<file path="src/rtl/pipe_pkg.sv">
`default_nettype none
// ============================================================================
//  Module   : pipe_pkg
//  Purpose  : Shared types and constants for the elastic pipeline stage.
//  Revision : 1.0  initial release
// ============================================================================
package pipe_pkg;

    typedef enum logic [1:0] {
        EMPTY = 2'd0,
        ONE   = 2'd1,
        TWO   = 2'd2
    } slice_state_t;

    // RISC-V canonical NOP: addi x0, x0, 0
    localparam logic [31:0] RV_NOP = 32'h0000_0013;

    // Occupancy counter width: must represent 0..2*depth inclusive.
    function automatic int occ_width(input int depth);
        return $clog2(2 * depth + 1);
    endfunction

endpackage
`default_nettype wire

</file>
<file path="src/rtl/pipe_skid_slice.sv">
`default_nettype none
// ============================================================================
//  Module   : pipe_skid_slice
//  Purpose  : One main/skid register pair; ready is registered so no
//             combinational path runs from out_ready to in_ready.
//  Revision : 1.0  initial release
// ============================================================================
module pipe_skid_slice
    import pipe_pkg::*;
#(
    parameter int WIDTH = 140
) (
    input  logic             clk,
    input  logic             rst_n,
    input  logic             flush,
    input  logic             in_valid,
    output logic             in_ready,
    input  logic [WIDTH-1:0] in_payload,
    output logic             out_valid,
    input  logic             out_ready,
    output logic [WIDTH-1:0] out_payload
);

    slice_state_t     r_state;
    slice_state_t     w_state_nxt;
    logic             r_in_ready;
    logic [WIDTH-1:0] r_main;
    logic [WIDTH-1:0] r_skid;

    logic             w_accept;
    logic             w_consume;
    logic             w_load_main_in;
    logic             w_load_main_skid;
    logic             w_load_skid_in;

    assign w_accept  = in_valid & r_in_ready;
    assign w_consume = (r_state != EMPTY) & out_ready;

    // State register; ready is recomputed from the next state so it is a flop.
    always_ff @(posedge clk or negedge rst_n) begin
        if (!rst_n) begin
            r_state    <= EMPTY;
            r_in_ready <= 1'b1;
        end else begin
            r_state    <= w_state_nxt;
            r_in_ready <= (w_state_nxt != TWO);
        end
    end

    always_comb begin
        w_state_nxt      = r_state;
        w_load_main_in   = 1'b0;
        w_load_main_skid = 1'b0;
        w_load_skid_in   = 1'b0;
        if (flush) begin
            w_state_nxt = EMPTY;
        end else begin
            case (r_state)
                EMPTY: begin
                    if (w_accept) begin
                        w_state_nxt    = ONE;
                        w_load_main_in = 1'b1;
                    end
                end
                ONE: begin
                    if (w_accept && w_consume) begin
                        w_load_main_in = 1'b1;
                    end else if (w_accept) begin
                        w_state_nxt    = TWO;
                        w_load_skid_in = 1'b1;
                    end else if (w_consume) begin
                        w_state_nxt = EMPTY;
                    end
                end
                TWO: begin
                    if (w_consume) begin
                        w_state_nxt      = ONE;
                        w_load_main_skid = 1'b1;
                    end
                end
                default: w_state_nxt = EMPTY;
            endcase
        end
    end

    always_ff @(posedge clk or negedge rst_n) begin
        if (!rst_n) begin
            r_main <= '0;
            r_skid <= '0;
        end else begin
            if (w_load_main_in) begin
                r_main <= in_payload;
            end else if (w_load_main_skid) begin
                r_main <= r_skid;
            end
            if (w_load_skid_in) begin
                r_skid <= in_payload;
            end
        end
    end

    always_comb begin
        out_valid   = (r_state != EMPTY);
        in_ready    = r_in_ready;
        out_payload = r_main;
    end

endmodule
`default_nettype wire

</file>
<file path="src/rtl/pipe_stage_elastic.sv">
`default_nettype none
// ============================================================================
//  Module   : pipe_stage_elastic
//  Purpose  : Elastic inter-stage pipeline register built from DEPTH skid
//             slices (DEPTH 1..4), with flush and NOP bubble masking.
//  Revision : 1.0  initial release
// ============================================================================
module pipe_stage_elastic
    import pipe_pkg::*;
#(
    parameter int               DATA_W   = 96,
    parameter int               INST_W   = 32,
    parameter int               CTRL_W   = 12,
    parameter int               DEPTH    = 1,
    parameter logic [INST_W-1:0] NOP_INST = RV_NOP
) (
    input  logic                         clk,
    input  logic                         rst_n,
    input  logic                         flush,
    input  logic                         in_valid,
    output logic                         in_ready,
    input  logic [DATA_W-1:0]            in_data,
    input  logic [INST_W-1:0]            in_inst,
    input  logic [CTRL_W-1:0]            in_ctrl,
    output logic                         out_valid,
    input  logic                         out_ready,
    output logic [DATA_W-1:0]            out_data,
    output logic [INST_W-1:0]            out_inst,
    output logic [CTRL_W-1:0]            out_ctrl,
    output logic [occ_width(DEPTH)-1:0]  occupancy
);

    localparam int PAYLOAD_W = DATA_W + INST_W + CTRL_W;
    localparam int OCC_W     = occ_width(DEPTH);

    logic                 w_valid_out   [DEPTH];
    logic                 w_ready_in    [DEPTH];
    logic [PAYLOAD_W-1:0] w_payload_out [DEPTH];

    // Payload packing: {ctrl, inst, data}
    for (genvar k = 0; k < DEPTH; k++) begin : g_slice
        logic                 w_up_valid;
        logic [PAYLOAD_W-1:0] w_up_payload;
        logic                 w_dn_ready;

        if (k == 0) begin : g_head
            assign w_up_valid   = in_valid;
            assign w_up_payload = {in_ctrl, in_inst, in_data};
        end else begin : g_link_up
            assign w_up_valid   = w_valid_out[k-1];
            assign w_up_payload = w_payload_out[k-1];
        end

        if (k == DEPTH - 1) begin : g_tail
            assign w_dn_ready = out_ready;
        end else begin : g_link_dn
            assign w_dn_ready = w_ready_in[k+1];
        end

        pipe_skid_slice #(
            .WIDTH (PAYLOAD_W)
        ) u_slice (
            .clk         (clk),
            .rst_n       (rst_n),
            .flush       (flush),
            .in_valid    (w_up_valid),
            .in_ready    (w_ready_in[k]),
            .in_payload  (w_up_payload),
            .out_valid   (w_valid_out[k]),
            .out_ready   (w_dn_ready),
            .out_payload (w_payload_out[k])
        );
    end

    logic                 w_head_valid;
    logic [PAYLOAD_W-1:0] w_head_payload;
    logic                 w_accept;
    logic                 w_consume;
    logic [OCC_W-1:0]     r_occupancy;
    logic [OCC_W-1:0]     w_occupancy_nxt;

    assign w_head_valid   = w_valid_out[DEPTH-1];
    assign w_head_payload = w_payload_out[DEPTH-1];
    assign w_accept       = in_valid & w_ready_in[0];
    assign w_consume      = w_head_valid & out_ready;

    // Internal slice-to-slice moves never change the total, so only the
    // stage boundaries matter.
    always_comb begin
        w_occupancy_nxt = r_occupancy;
        if (flush) begin
            w_occupancy_nxt = '0;
        end else begin
            case ({w_accept, w_consume})
                2'b10:   w_occupancy_nxt = r_occupancy + OCC_W'(1);
                2'b01:   w_occupancy_nxt = r_occupancy - OCC_W'(1);
                default: w_occupancy_nxt = r_occupancy;
            endcase
        end
    end

    always_ff @(posedge clk or negedge rst_n) begin
        if (!rst_n) begin
            r_occupancy <= '0;
        end else begin
            r_occupancy <= w_occupancy_nxt;
        end
    end

    always_comb begin
        in_ready  = w_ready_in[0];
        out_valid = w_head_valid;
        occupancy = r_occupancy;
        if (w_head_valid) begin
            out_data = w_head_payload[DATA_W-1:0];
            out_inst = w_head_payload[DATA_W +: INST_W];
            out_ctrl = w_head_payload[DATA_W+INST_W +: CTRL_W];
        end else begin
            out_data = '0;
            out_inst = NOP_INST;
            out_ctrl = '0;
        end
    end

endmodule
`default_nettype wire

</file>
<file path="config.mk">
export PLATFORM = sky130hd
export DESIGN_NAME = pipe_stage_elastic
export DESIGN_NICKNAME = d
export VERILOG_FILES = /design/src/rtl/pipe_pkg.sv /design/src/rtl/pipe_skid_slice.sv /design/src/rtl/pipe_stage_elastic.sv
export SDC_FILE = /design/constraint.sdc
export NUM_CORES = 1
export LEC_CHECK = 0
export CAP_MARGIN = 25
export CORE_ASPECT_RATIO = 1.4
export CORE_MARGIN = 4
export CORE_UTILIZATION = 40
export CTS_CLUSTER_DIAMETER = 50
export DETAILED_ROUTE_END_ITERATION = 8
export PLACE_DENSITY_LB_ADDON = 0.05
export SLEW_MARGIN = 20
export SYNTH_ARGS = -nofsm -noshare
export SYNTH_HDL_FRONTEND = slang
export SYNTH_SLANG_ARGS = --single-unit
</file>
<file path="constraint.sdc">
create_clock -name clk -period 2.6 [get_ports clk]
set_input_delay 0.26 -clock clk [delete_from_list [all_inputs] [get_ports clk]]
set_output_delay 0.26 -clock clk [all_outputs]
set_load 0.05 [all_outputs]
</file>
# After elaboration in Yosys (flattened, before gate mapping)
# Cells that the tools add are included.
# W data, S select, Z words.
[word_totals]
out_inout_bits = 144
inputBits = 145
wordCells = 43
register_bits = 285
[classes]
mux = 24
n_eq_ne = 5
n_addsub = 2
bitwise_logic = 2
n_reduce_logical = 5
[op_table]
columns = ["op", "count"]
rows = [
  ["$mux W140", 2],
  ["$mux W96", 1],
  ["$mux W32", 1],
  ["$mux W2", 7],
  ["$mux W12", 1],
  ["$mux W1", 9],
  ["$pmux W2 S3", 1],
  ["$eq A2 B1 Y1 const B", 2],
  ["$eq A2 B2 Y1 const B", 2],
  ["$pmux W2 S2", 1],
  ["$reduce_bool A2 Y1", 2],
  ["$reduce_bool A3 Y1", 1],
  ["$add A2 B1 Y2 const B", 1],
  ["$and A1 B1 Y1", 2],
  ["$logic_not A2 Y1", 1],
  ["$ne A2 B2 Y1 const B", 1],
  ["$pmux W1 S2", 1],
  ["$sub A2 B1 Y2 const B", 1],
  ["$logic_and A1 B1 Y1", 1],
]

# Depth between registers and ports, before layout
# Gate-level depths: netlist (run 1).
[depth]
word_depth = 8
depth_mapped = 7
depth_no_buf = 4

# Hierarchy
# Synthesis (run 1) repeated with hierarchy kept, for this count alone.
[unflattened]
cells_unflattened = 937
hier_area_um2 = 13414.1
[modules_own_cells]
columns = ["module", "seq_area_each_um2", "n_inst", "cells_each", "area_each_um2"]
rows = [
  ["pipe_skid_slice", 7083.0, 1, 767, 12241.7],
  ["pipe_stage_elastic", 50.0, 1, 170, 1172.4],
]

# Worst setup path after synthesis (run 1)
# No wires, ideal clock.
[synth_timing]
path_type = "register to register"
from = "register g_slice[0].u_slice.r_in_ready"
to = "register g_slice[0].u_slice.r_main[100]"
path_buffers = 3
t_required_ps = 2463
synth_period_minus_slack_ps = 2122
slack_ps = 478
setup_time_ps = 137
arrival_ps = 1985
path_stages_with_launch = 8
path_cell_list = "dfstp_2 nand2_1 or4_1 clkbuf_1 buf_6 buf_6 mux2i_1 a21oi_1"
[synth_via]
elab_chain_len = 6
word_cells_on_any_way = 8
cone_classes = "mux (5); bitwise (1); reduce/logical (2)"
[synth_lines]
columns = ["item", "line", "source"]
rows = [
  ["start: declaration", "pipe_skid_slice.sv:26", "logic r_in_ready;"],
  ["start signal: assignment", "pipe_skid_slice.sv:46", "r_in_ready <= (w_state_nxt != TWO);"],
  ["$and A1 B1 Y1 *", "pipe_skid_slice.sv:36", "assign w_accept = in_valid & r_in_ready;"],
  ["$logic_and A1 B1 Y1", "pipe_skid_slice.sv:66", "if (w_accept && w_consume) begin"],
  ["$mux W1", "pipe_skid_slice.sv:66", ""],
  ["$pmux W1 S2 *", "pipe_skid_slice.sv:58", "case (r_state)"],
  ["$mux W1 *", "pipe_skid_slice.sv:55", "if (flush) begin"],
  ["$mux W140 or $reduce_bool A2 Y1 (tied branches)", "--", ""],
  ["end signal: assignment", "pipe_skid_slice.sv:92", "r_main <= in_payload;"],
  ["end signal: assignment", "pipe_skid_slice.sv:94", "r_main <= r_skid;"],
  ["end: declaration", "pipe_skid_slice.sv:27", "logic [WIDTH-1:0] r_main;"],
]
# Every way passes the cells marked *; elsewhere a longest branch is shown, timed or not.
# A chain may end at the register's enable or synchronous reset.

# Final worst setup path (run 1)
[layout_timing]
from = "register g_slice[0].u_slice.r_state[1]"
to = "output out_data[16]"
[layout_via]
elab_chain_len = 2
[layout_lines]
columns = ["item", "line", "source"]
rows = [
  ["start: declaration", "pipe_skid_slice.sv:24", "slice_state_t r_state;"],
  ["start signal: assignment", "pipe_skid_slice.sv:45", "r_state <= w_state_nxt;"],
  ["$reduce_bool A2 Y1", "pipe_skid_slice.sv:103", "out_valid = (r_state != EMPTY);"],
  ["$mux W96", "pipe_stage_elastic.sv:114", "if (w_head_valid) begin"],
  ["end: declaration", "pipe_stage_elastic.sv:27", "output logic [DATA_W-1:0] out_data,"],
]
# Every way passes these cells.

==> results of run 1 <==
==> worst max-delay path by stage <==
stage / start / endpoint / slack, ps
6_report: g_slice[0].u_slice.r_state[1]$_DFF_PN0_ / out_data[16] / 200
5_1_grt: g_slice[0].u_slice.r_state[1]$_DFF_PN0_ / out_data[16] / 50
4_1_cts: g_slice[0].u_slice.r_state[1]$_DFF_PN0_ / out_data[16] / 3
3_5_place_dp: in_valid / g_slice[0].u_slice.out_payload[43]$_DFFE_PN0P_ / 230
3_3_place_gp: in_valid / g_slice[0].u_slice.out_payload[82]$_DFFE_PN0P_ / 270
2_1_floorplan: g_slice[0].u_slice.in_ready$_DFF_PN1_ / g_slice[0].u_slice.out_payload[100]$_DFFE_PN0P_ / 480
==> cell usage after synthesis <==
library cell and count:
and2_1 137, buf_6 11, nand4_1 1, buf_2 16, xnor2_1 1, dfrtp_1 284, xor2_1 1, mux2i_1 141
nand2_1 2, a21o_1 2, clkbuf_1 42, nand4bb_1 1, or3b_2 1, a21oi_1 141, dfstp_2 1, or3_1 1
mux2_2 140, or2_2 1, nand4b_1 1, nand3b_1 2, nor2_1 142, o21ai_0 1, buf_1 9, nor2b_1 1
or4_1 1, nand2b_1 3, nor3_1 1, nand3_1 2, a31oi_1 2
==> state kept, by name (all words and copies together), names as in the netlist <==
register,flops
g_slice.u_slice.r_skid,140
occupancy,2
g_slice.u_slice.out_payload,140
g_slice.u_slice.r_state,2
g_slice.u_slice.in_ready,1
==> stage by stage <==
stage	util	hold WS, ps	setup WS, ps
floorplan	-	-35.59	478.1
global placement	0.5206	272.6	274.7
detailed placement	0.5206	278.6	230.5
CTS	0.5523	284.8	2.688
global route	0.5528	315.9	52.62
finish	0.5528	279.7	201.7
==> logic make-up (layout without fill, tap and decap cells) <==
kind of cell              Yosys count  after routing
xor gates and xnor gates            2              2
other                               0              4
muxes                             281            281
AOI/OAI and AO/OA                 146            146
DFF                               285            285
buffers and inverters              78            368
and+or+nand+nor                   297            297
==> power by group through the flow <==
stage | combinational [mW] | sequential (mW) | clock, mW
floorplan | 2.90 | 6.12 | 0
global placement | 4.31 | 6.24 | 0
detailed placement | 4.38 | 6.29 | 0
CTS | 4.40 | 6.21 | 4.44
global route | 4.72 | 6.35 | 4.62
finish | 4.33 | 6.20 | 4.29
==> per-layer routing <==
metal,part of all wire,up-vias,wire length (um),track usage
met5,0.00061,-,19,0
met4,0.018,4,553,0.04949
met3,0.071,35,2189,0.05220
met2,0.48,218,14840,0.2853
met1,0.43,4311,13330,0.2286
li1,-,4263,-,-
==> critical path: stages, from the launching register on <==
cell and delay, ps:
dfrtp_1 480, or2_4 370, buf_6 290, and2_1 210, buf_4 210
==> timing repair <==
action,in CTS,in global routing
hold endpoints to repair,61,0
hold buffers,1,0
endpoints found under the setup margin,1,15
gates resized for setup,1,2
==> final cells by class <==
type,count,area (um2),area share
tap,395,494.2,0.02829
timing repair buffer,314,3567,0.2042
clock buffer,44,884.6,0.05064
multi-input combinational,726,5273,0.3018
sequential,285,7133,0.4083
antenna,4,10.01,0.0005730
clock inverter,10,107.6,0.006160
==> results.cfg, run 1 <==
[power_and_ir_drop]
vdd_ir_drop_max_v = 0.0005418
clock_power_share = 0.290
power_report.internal_total_mw = 10.23
power.combinational.fraction = 0.292
netSwitchingFraction = 0.3099
overall_power_of_the_completed_layout_mw = 14.82
p_leak_nw = 8.316
share_seq_of_total_power = 0.418
switch_pwr_mw = 4.593
power_density_nw_per_um2 = 848.3

[run]
max_cap_viols = 0

[clock_network]
worstSkewPairLatency_ps = 560
tritoncts.num_buffers = 31
clock_tree_from_tritoncts = built
cts.htree.levels = 1
clock_tree.root_cell = clkbuf_16
clk_pin_slew_worst_paths_ps = 60
clock_sink_count = 285
ctsLongestPathBuffers = 3
cts_setup_buffers = 0

[logic_synthesis]
synth_area_leaders = dfrtp_1, mux2_2, mux2i_1, and2_1, a21oi_1
netlist_area_um2 = 12780
yosysSeqAreaShare = 0.5582
synth-seq-cells = 285
synth_fp_nets = 1234
ys_warn_count = 0
synth_area_per_cell_um2 = 11.74
post_synth_xor_area_fraction = 0.001371
synth_top_area_cell = dfrtp_1
synth_adder_area_share = 0
simple_gate_fraction_of_synth_area = 0.1180
synth_top_family_by_area = multiplexers
synth_mux_area_frac = 0.2338
netlist.area_leader.share = 0.5561
synth_compound_gate_area_share = 0.05776
synth_cell_type_count = 29
synthesis.instances = 1089

[detailed_routing]
detail_route.wl_per_cell_um = 17.39
vias = 8831
postRouteAntennaNets = 0
vias_per_cell = 4.967
drt_drc_violations_left = 0
drtIter0Drc = 348
routed_wl_um = 30930
drt-pass1-iter-count = 5

[placement]
place_inst = 1719
placed_area_um2 = 16450
port_buffers = 288
hpwl_after_detailed_placement_um = 20680
gpl_wtd_cong = 0.7603

[min_path]
hold_path.class = input pin to asynchronous set/reset pin

[floorplanning]
die_area_um2 = 34910
floorplan_core_area_um2 = 31600
initial_utilization = 0.4044
placement_rows = 77
fp.dieH_um = 219.5
die_x_um = 159.1
design.portCount = 289

[outcome]
outcome = finished clean

[setup_path]
required_time_at_the_endpoint_of_the_critical_path_ps = 2340
reg2reg_setup_slack_ps = 380
worst_r2r_startpoint = g_slice[0].u_slice.in_ready$_DFF_PN1_
worst_setup_path_start_kind = flip-flop
reg2regPathDepth = 5
worstSetupEndpointType = output pin
worst-endpoint-arrival_ps = 2140
crit_path_max_fanout = 39
crit-reg2reg-capture = g_slice[0].u_slice.out_payload[93]$_DFFE_PN0P_
timing_worst_setup_path_type = flip-flop to output pin

[timing]
rsz0062_at_grt = no
min_period_over_period = 0.9224
fin_skew_ps = 13.18
report.final.hold_viol_count = 0
slew_violations = 0
maxSlewHeadroom = 0.4635
timing_worst_slew_pin_value_ps = 804.7
final.min_clock_period_ps = 2398
report.final.setup_viol = 0
finalSetupTns_ps = 0
maxClockFrequency_mhz = 417.0

[final_layout]
share_of_final_layout_standard_cells_stronger_than_drive_strength_1 = 0.2596
synthToLayoutAreaGrowth_pct = 36.70
fill_cells = 2798
most_frequent_standard_cell_in_the_layout_excluding_fill_and_tap_cells = dfrtp_1
stdcell_area_um2 = 17470
design.final.nets = 1503
final_cell_count_no_fill = 1778
final_cell_mix = dfrtp_1, clkdlybuf4s50_1, nor2_1

[global_route]
globalRouteOverflowTotal = 0
antenna_found_initial = 6
grt_start_max_net_pins = 92
vias_in_the_first_global_route = 9059
track_usage = 0.1749
global_route_wire_length_before_repair_um = 49840
Power figures use the tool's default switching activity.
==> run 2, diff against run 1 <==
--- a/config.mk
+++ b/config.mk
@@ -9,6 +9,7 @@
 export CORE_ASPECT_RATIO = 1.4
 export CORE_MARGIN = 4
 export CORE_UTILIZATION = 40
+export CTS_BUF_LIST = sky130_fd_sc_hd__clkbuf_2
 export CTS_CLUSTER_DIAMETER = 50
 export DETAILED_ROUTE_END_ITERATION = 8
 export PLACE_DENSITY_LB_ADDON = 0.05
==> results.cfg, run 2 (same netlist as run 1, synthesis figures left out) <==
[placement]
pre_cts_ws_ps = 230.5
hpwl_after_detailed_placement_um = 20680
gpl_wtd_cong = 0.7603
port_buffers = 288

[clock_network]
tritoncts.num_buffers = 73
clock_sink_count = 285
ctsLongestPathBuffers = 3
worstSkewPairLatency_ps = 800
clock_tree_from_tritoncts = built
cts.htree.levels = 3
clk_pin_slew_worst_paths_ps = 90
clock_tree.root_cell = clkbuf_2

[detailed_routing]
drt-pass1-iter-count = 4
drt_drc_violations_left = 0
vias_per_cell = 4.861
drtIter0Drc = 342
routed_wl_um = 32420
vias = 9582
detail_route.wl_per_cell_um = 16.45
postRouteAntennaNets = 0

[setup_path]
max_stage_delay_ps = 420
worst-endpoint-arrival_ps = 2180
crit_slowest_cell = dfrtp_2
timing_worst_setup_path_type = flip-flop to output pin
worstSetupEndpointType = output pin
reg2reg_setup_slack_ps = 470
worstPathCellList = or2_4, buf_12, and2_1, buf_4
worst_setup_path_start_kind = flip-flop
required_time_at_the_endpoint_of_the_critical_path_ps = 2340
crit_path_max_fanout = 54

[min_path]
hold_path.class = input pin to flip-flop

[floorplanning]
fp.dieH_um = 219.5
placement_rows = 77
initial_utilization = 0.4044
die_area_um2 = 34910
floorplan_core_area_um2 = 31600
die_x_um = 159.1
design.portCount = 289

[final_layout]
share_of_final_layout_standard_cells_stronger_than_drive_strength_1 = 0.2760
final_cell_mix = dfrtp_1, clkdlybuf4s50_1, nor2_1
synthToLayoutAreaGrowth_pct = 43.77
most_frequent_standard_cell_in_the_layout_excluding_fill_and_tap_cells = dfrtp_1
design.final.nets = 1674

[timing]
timing_worst_slew_pin_value_ps = 712.6
final.min_clock_period_ps = 2436
fin_skew_ps = 18.94
report.final.hold_viol_count = 0
maxClockFrequency_mhz = 410.5
min_period_over_period = 0.9370
maxSlewHeadroom = 0.5250
timing.final.ws_setup_ps = 163.8
slew_violations = 0
report.final.setup_viol = 0

[global_route]
grt_start_max_net_pins = 92
global_route_wire_length_before_repair_um = 52900
globalRouteOverflowTotal = 0
antenna_found_initial = 4
vias_in_the_first_global_route = 10180
track_usage = 0.1865

[power_and_ir_drop]
p_leak_nw = 8.853
vdd_ir_drop_max_v = 0.0003273
power_density_nw_per_um2 = 736.7
overall_power_of_the_completed_layout_mw = 13.54

[outcome]
outcome = finished clean

[run]
max_cap_viols = 0
==> run 2: area by class of cell <==
type | count | area [um2]
Clock inverter | 2 | 7.507
Multi-Input combinational cell | 727 | 5279
Tap cell | 395 | 494.2
Antenna cell | 7 | 17.52
Timing Repair Buffer | 442 | 4875
Clock buffer | 113 | 565.5
Sequential cell | 285 | 7136
Fill cell | 2785 | 13230
==> run 2: layer usage <==
layer / vias to the layer above / share of wire / global-route usage
met1: 4632 / 0.43 / 0.2286
met2: 253 / 0.49 / 0.3128
li1: 4652 / - / -
met3: 45 / 0.069 / 0.05987
met5: - / 0 / 0
met4: 0 / 0.019 / 0.06483
==> run 2: worst paths after layout <==
check / from / to / depth (start not counted)
max reg2reg: g_slice[0].u_slice.in_ready$_DFF_PN1_ / g_slice[0].u_slice.out_payload[75]$_DFFE_PN0P_ / 5
min reg2reg: g_slice[0].u_slice.r_skid[26]$_DFFE_PN0P_ / g_slice[0].u_slice.r_skid[26]$_DFFE_PN0P_ / 1
min: in_ctrl[10] / g_slice[0].u_slice.r_skid[138]$_DFFE_PN0P_ / 2
max in group asynchronous: rst_n / g_slice[0].u_slice.out_payload[58]$_DFFE_PN0P_ / 4
min in group asynchronous: rst_n / g_slice[0].u_slice.out_payload[117]$_DFFE_PN0P_ / 4
max: g_slice[0].u_slice.r_state[1]$_DFF_PN0_ / out_ctrl[0] / 4
==> run 2: metrics by stage <==
stage	cell area, um2	TNS (ps)	std cells	utilization	hold slack [ps]
4_1_cts	18360	0	1964	0.5809	0.2568
5_1_grt	18370	-133.9	1970	0.5814	1.500
3_5_place_dp	16450	0	1719	0.5206	278.6
6_report	18370	0	1971	0.5814	127.9
3_3_place_gp	16450	0	1719	0.5206	272.6
2_1_floorplan	12780	0	1089	-	-35.59
==> run 2: worst max-delay path, delay by kind of cell (launching register included) <==
| kind | cells | cell delay, ps |
|---|---|---|
| buf+inv | 2 | 400 |
| flops | 1 | 420 |
| simple gates | 2 | 530 |
==> run 2: power breakdown <==
| part | switching [mW] | leakage (nW) | internal [mW] |
|---|---|---|---|
| combinational | 2.33 | 4.97 | 2.18 |
| clock | 1.72 | 0.478 | 1.11 |
| sequential | 0.565 | 3.41 | 5.62 |
==> run 2: repair_timing <==
item | 4_1_cts | 5_1_grt
setup buffers | 3 | 0
endpoints found under the setup margin | 127 | 0
resized for setup | 11 | 0
hold endpoints to repair | 488 | 0
hold buffers | 126 | 0
==> run 3, diff against run 2 <==
--- a/config.mk
+++ b/config.mk
@@ -12,6 +12,7 @@
 export CTS_BUF_LIST = sky130_fd_sc_hd__clkbuf_2
 export CTS_CLUSTER_DIAMETER = 50
 export DETAILED_ROUTE_END_ITERATION = 8
+export MAX_ROUTING_LAYER = met4
 export PLACE_DENSITY_LB_ADDON = 0.05
 export SLEW_MARGIN = 20
 export SYNTH_ARGS = -nofsm -noshare
==> results.cfg, run 3 (same netlist as run 1, synthesis figures left out) <==
[outcome]
outcome = finished clean

[timing]
timing_worst_slew_pin_value_ps = 710.7
timing.final.ws_setup_ps = 161.4
report.final.hold_viol_count = 0
report.final.setup_viol = 0
maxClockFrequency_mhz = 410.1
fin_skew_ps = 20.90
final.min_clock_period_ps = 2439
slew_violations = 0
finalSetupTns_ps = 0
min_period_over_period = 0.9379
maxSlewHeadroom = 0.5262
holdWs_ps = 133.2

[detailed_routing]
drt_drc_violations_left = 0
routed_wl_um = 32360
postRouteAntennaNets = 0
drt-pass1-iter-count = 4
detail_route.wl_per_cell_um = 16.42
drtIter0Drc = 311
vias = 9583
vias_per_cell = 4.864

[clock_network]
ctsLongestPathBuffers = 3
clock_sink_count = 285
clock_tree_from_tritoncts = built
clock_tree.root_cell = clkbuf_2
worstSkewPairLatency_ps = 810
cts.htree.levels = 3
tritoncts.num_buffers = 73
clk_pin_slew_worst_paths_ps = 90

[global_route]
vias_in_the_first_global_route = 10200
grt_start_max_net_pins = 92
track_usage = 0.1919
globalRouteOverflowTotal = 0
antenna_found_initial = 4
global_route_wire_length_before_repair_um = 52830

[setup_path]
worst_setup_path_start_kind = flip-flop
worst-endpoint-arrival_ps = 2180
required_time_at_the_endpoint_of_the_critical_path_ps = 2340
worstSetupEndpointType = output pin
crit_slowest_cell = dfrtp_2
crit_path_max_fanout = 54
timing_worst_setup_path_type = flip-flop to output pin
max_stage_delay_ps = 420
worstPathCellList = or2_4, buf_12, and2_1, buf_4

[power_and_ir_drop]
p_leak_nw = 8.853
vdd_ir_drop_max_v = 0.0003274
overall_power_of_the_completed_layout_mw = 13.54
power_density_nw_per_um2 = 736.9

[final_layout]
fill_cells = 2786
utilization = 0.5814
share_of_final_layout_standard_cells_stronger_than_drive_strength_1 = 0.2760
final_cell_count_no_fill = 1970
design.final.nets = 1674
stdcell_area_um2 = 18370
final_cell_mix = dfrtp_1, clkdlybuf4s50_1, nor2_1
multi_input_comb_area_um2 = 5279
seqCellArea_um2 = 7136
synthToLayoutAreaGrowth_pct = 43.75
most_frequent_standard_cell_in_the_layout_excluding_fill_and_tap_cells = dfrtp_1

[floorplanning]
fp.dieH_um = 219.5
floorplan_core_area_um2 = 31600
die_area_um2 = 34910
die_x_um = 159.1
initial_utilization = 0.4044
design.portCount = 289
placement_rows = 77

[placement]
placed_area_um2 = 16450
pre_cts_ws_ps = 230.5
gpl_wtd_cong = 0.7703
hpwl_after_detailed_placement_um = 20680
port_buffers = 288
place_inst = 1719

[run]
max_cap_viols = 0

[min_path]
hold_path.class = input pin to flip-flop
==> run 3: changes by cell type in the layout (fill, tap and decap cells not counted) <==
cell / before / now
diode_2: 7 / 6
==> run 3: per-layer routing <==
layer,GRT usage,vias to the layer above,part of all wire
li1,-,4645,-
met1,0.2300,4645,0.43
met2,0.3128,256,0.49
met3,0.05725,37,0.069
met4,0.06483,0,0.017
met5,-,-,0
==> run 3: cell type report <==
cell class | count | area share
Sequential cell | 285 | 0.3884
Antenna cell | 6 | 0.0008173
Clock inverter | 2 | 0.0004086
Timing Repair Buffer | 442 | 0.2653
Clock buffer | 113 | 0.03078
Tap cell | 395 | 0.02690
Multi-Input combinational cell | 727 | 0.2873
==> run 3: path summary, 6_finish.rpt <==
path / startpoint / slack, ps / cells past startpoint / to
max reg2reg: g_slice[0].u_slice.in_ready$_DFF_PN1_ / 460 / 5 / g_slice[0].u_slice.out_payload[75]$_DFFE_PN0P_
max in group asynchronous: rst_n / 1610 / 4 / g_slice[0].u_slice.out_payload[58]$_DFFE_PN0P_
min: in_data[83] / 130 / 2 / g_slice[0].u_slice.r_skid[83]$_DFFE_PN0P_
min in group asynchronous: rst_n / 640 / 4 / g_slice[0].u_slice.out_payload[117]$_DFFE_PN0P_
max: g_slice[0].u_slice.r_state[1]$_DFF_PN0_ / 160 / 4 / out_ctrl[0]
min reg2reg: g_slice[0].u_slice.r_skid[26]$_DFFE_PN0P_ / 510 / 1 / g_slice[0].u_slice.r_skid[26]$_DFFE_PN0P_
==> run 3: repair_timing <==
action	CTS	global route
endpoints found under the setup margin	127	0
setup buffers	3	0
hold endpoints to repair	488	0
hold buffers	126	0
gates resized for setup	11	0
==> run 3: power by group <==
part	total [mW]	internal [mW]	switching [mW]	leakage, nW
Combinational	4.52	2.18	2.34	4.97
Clock	2.84	1.11	1.72	0.478
Sequential	6.18	5.62	0.564	3.41
==> run 3: worst max-delay path, delay by kind of cell, from the launching register on <==
kind | cells | cell delay (ps)
flops | 1 | 420
buf+inv | 2 | 400
simple gates | 2 | 530
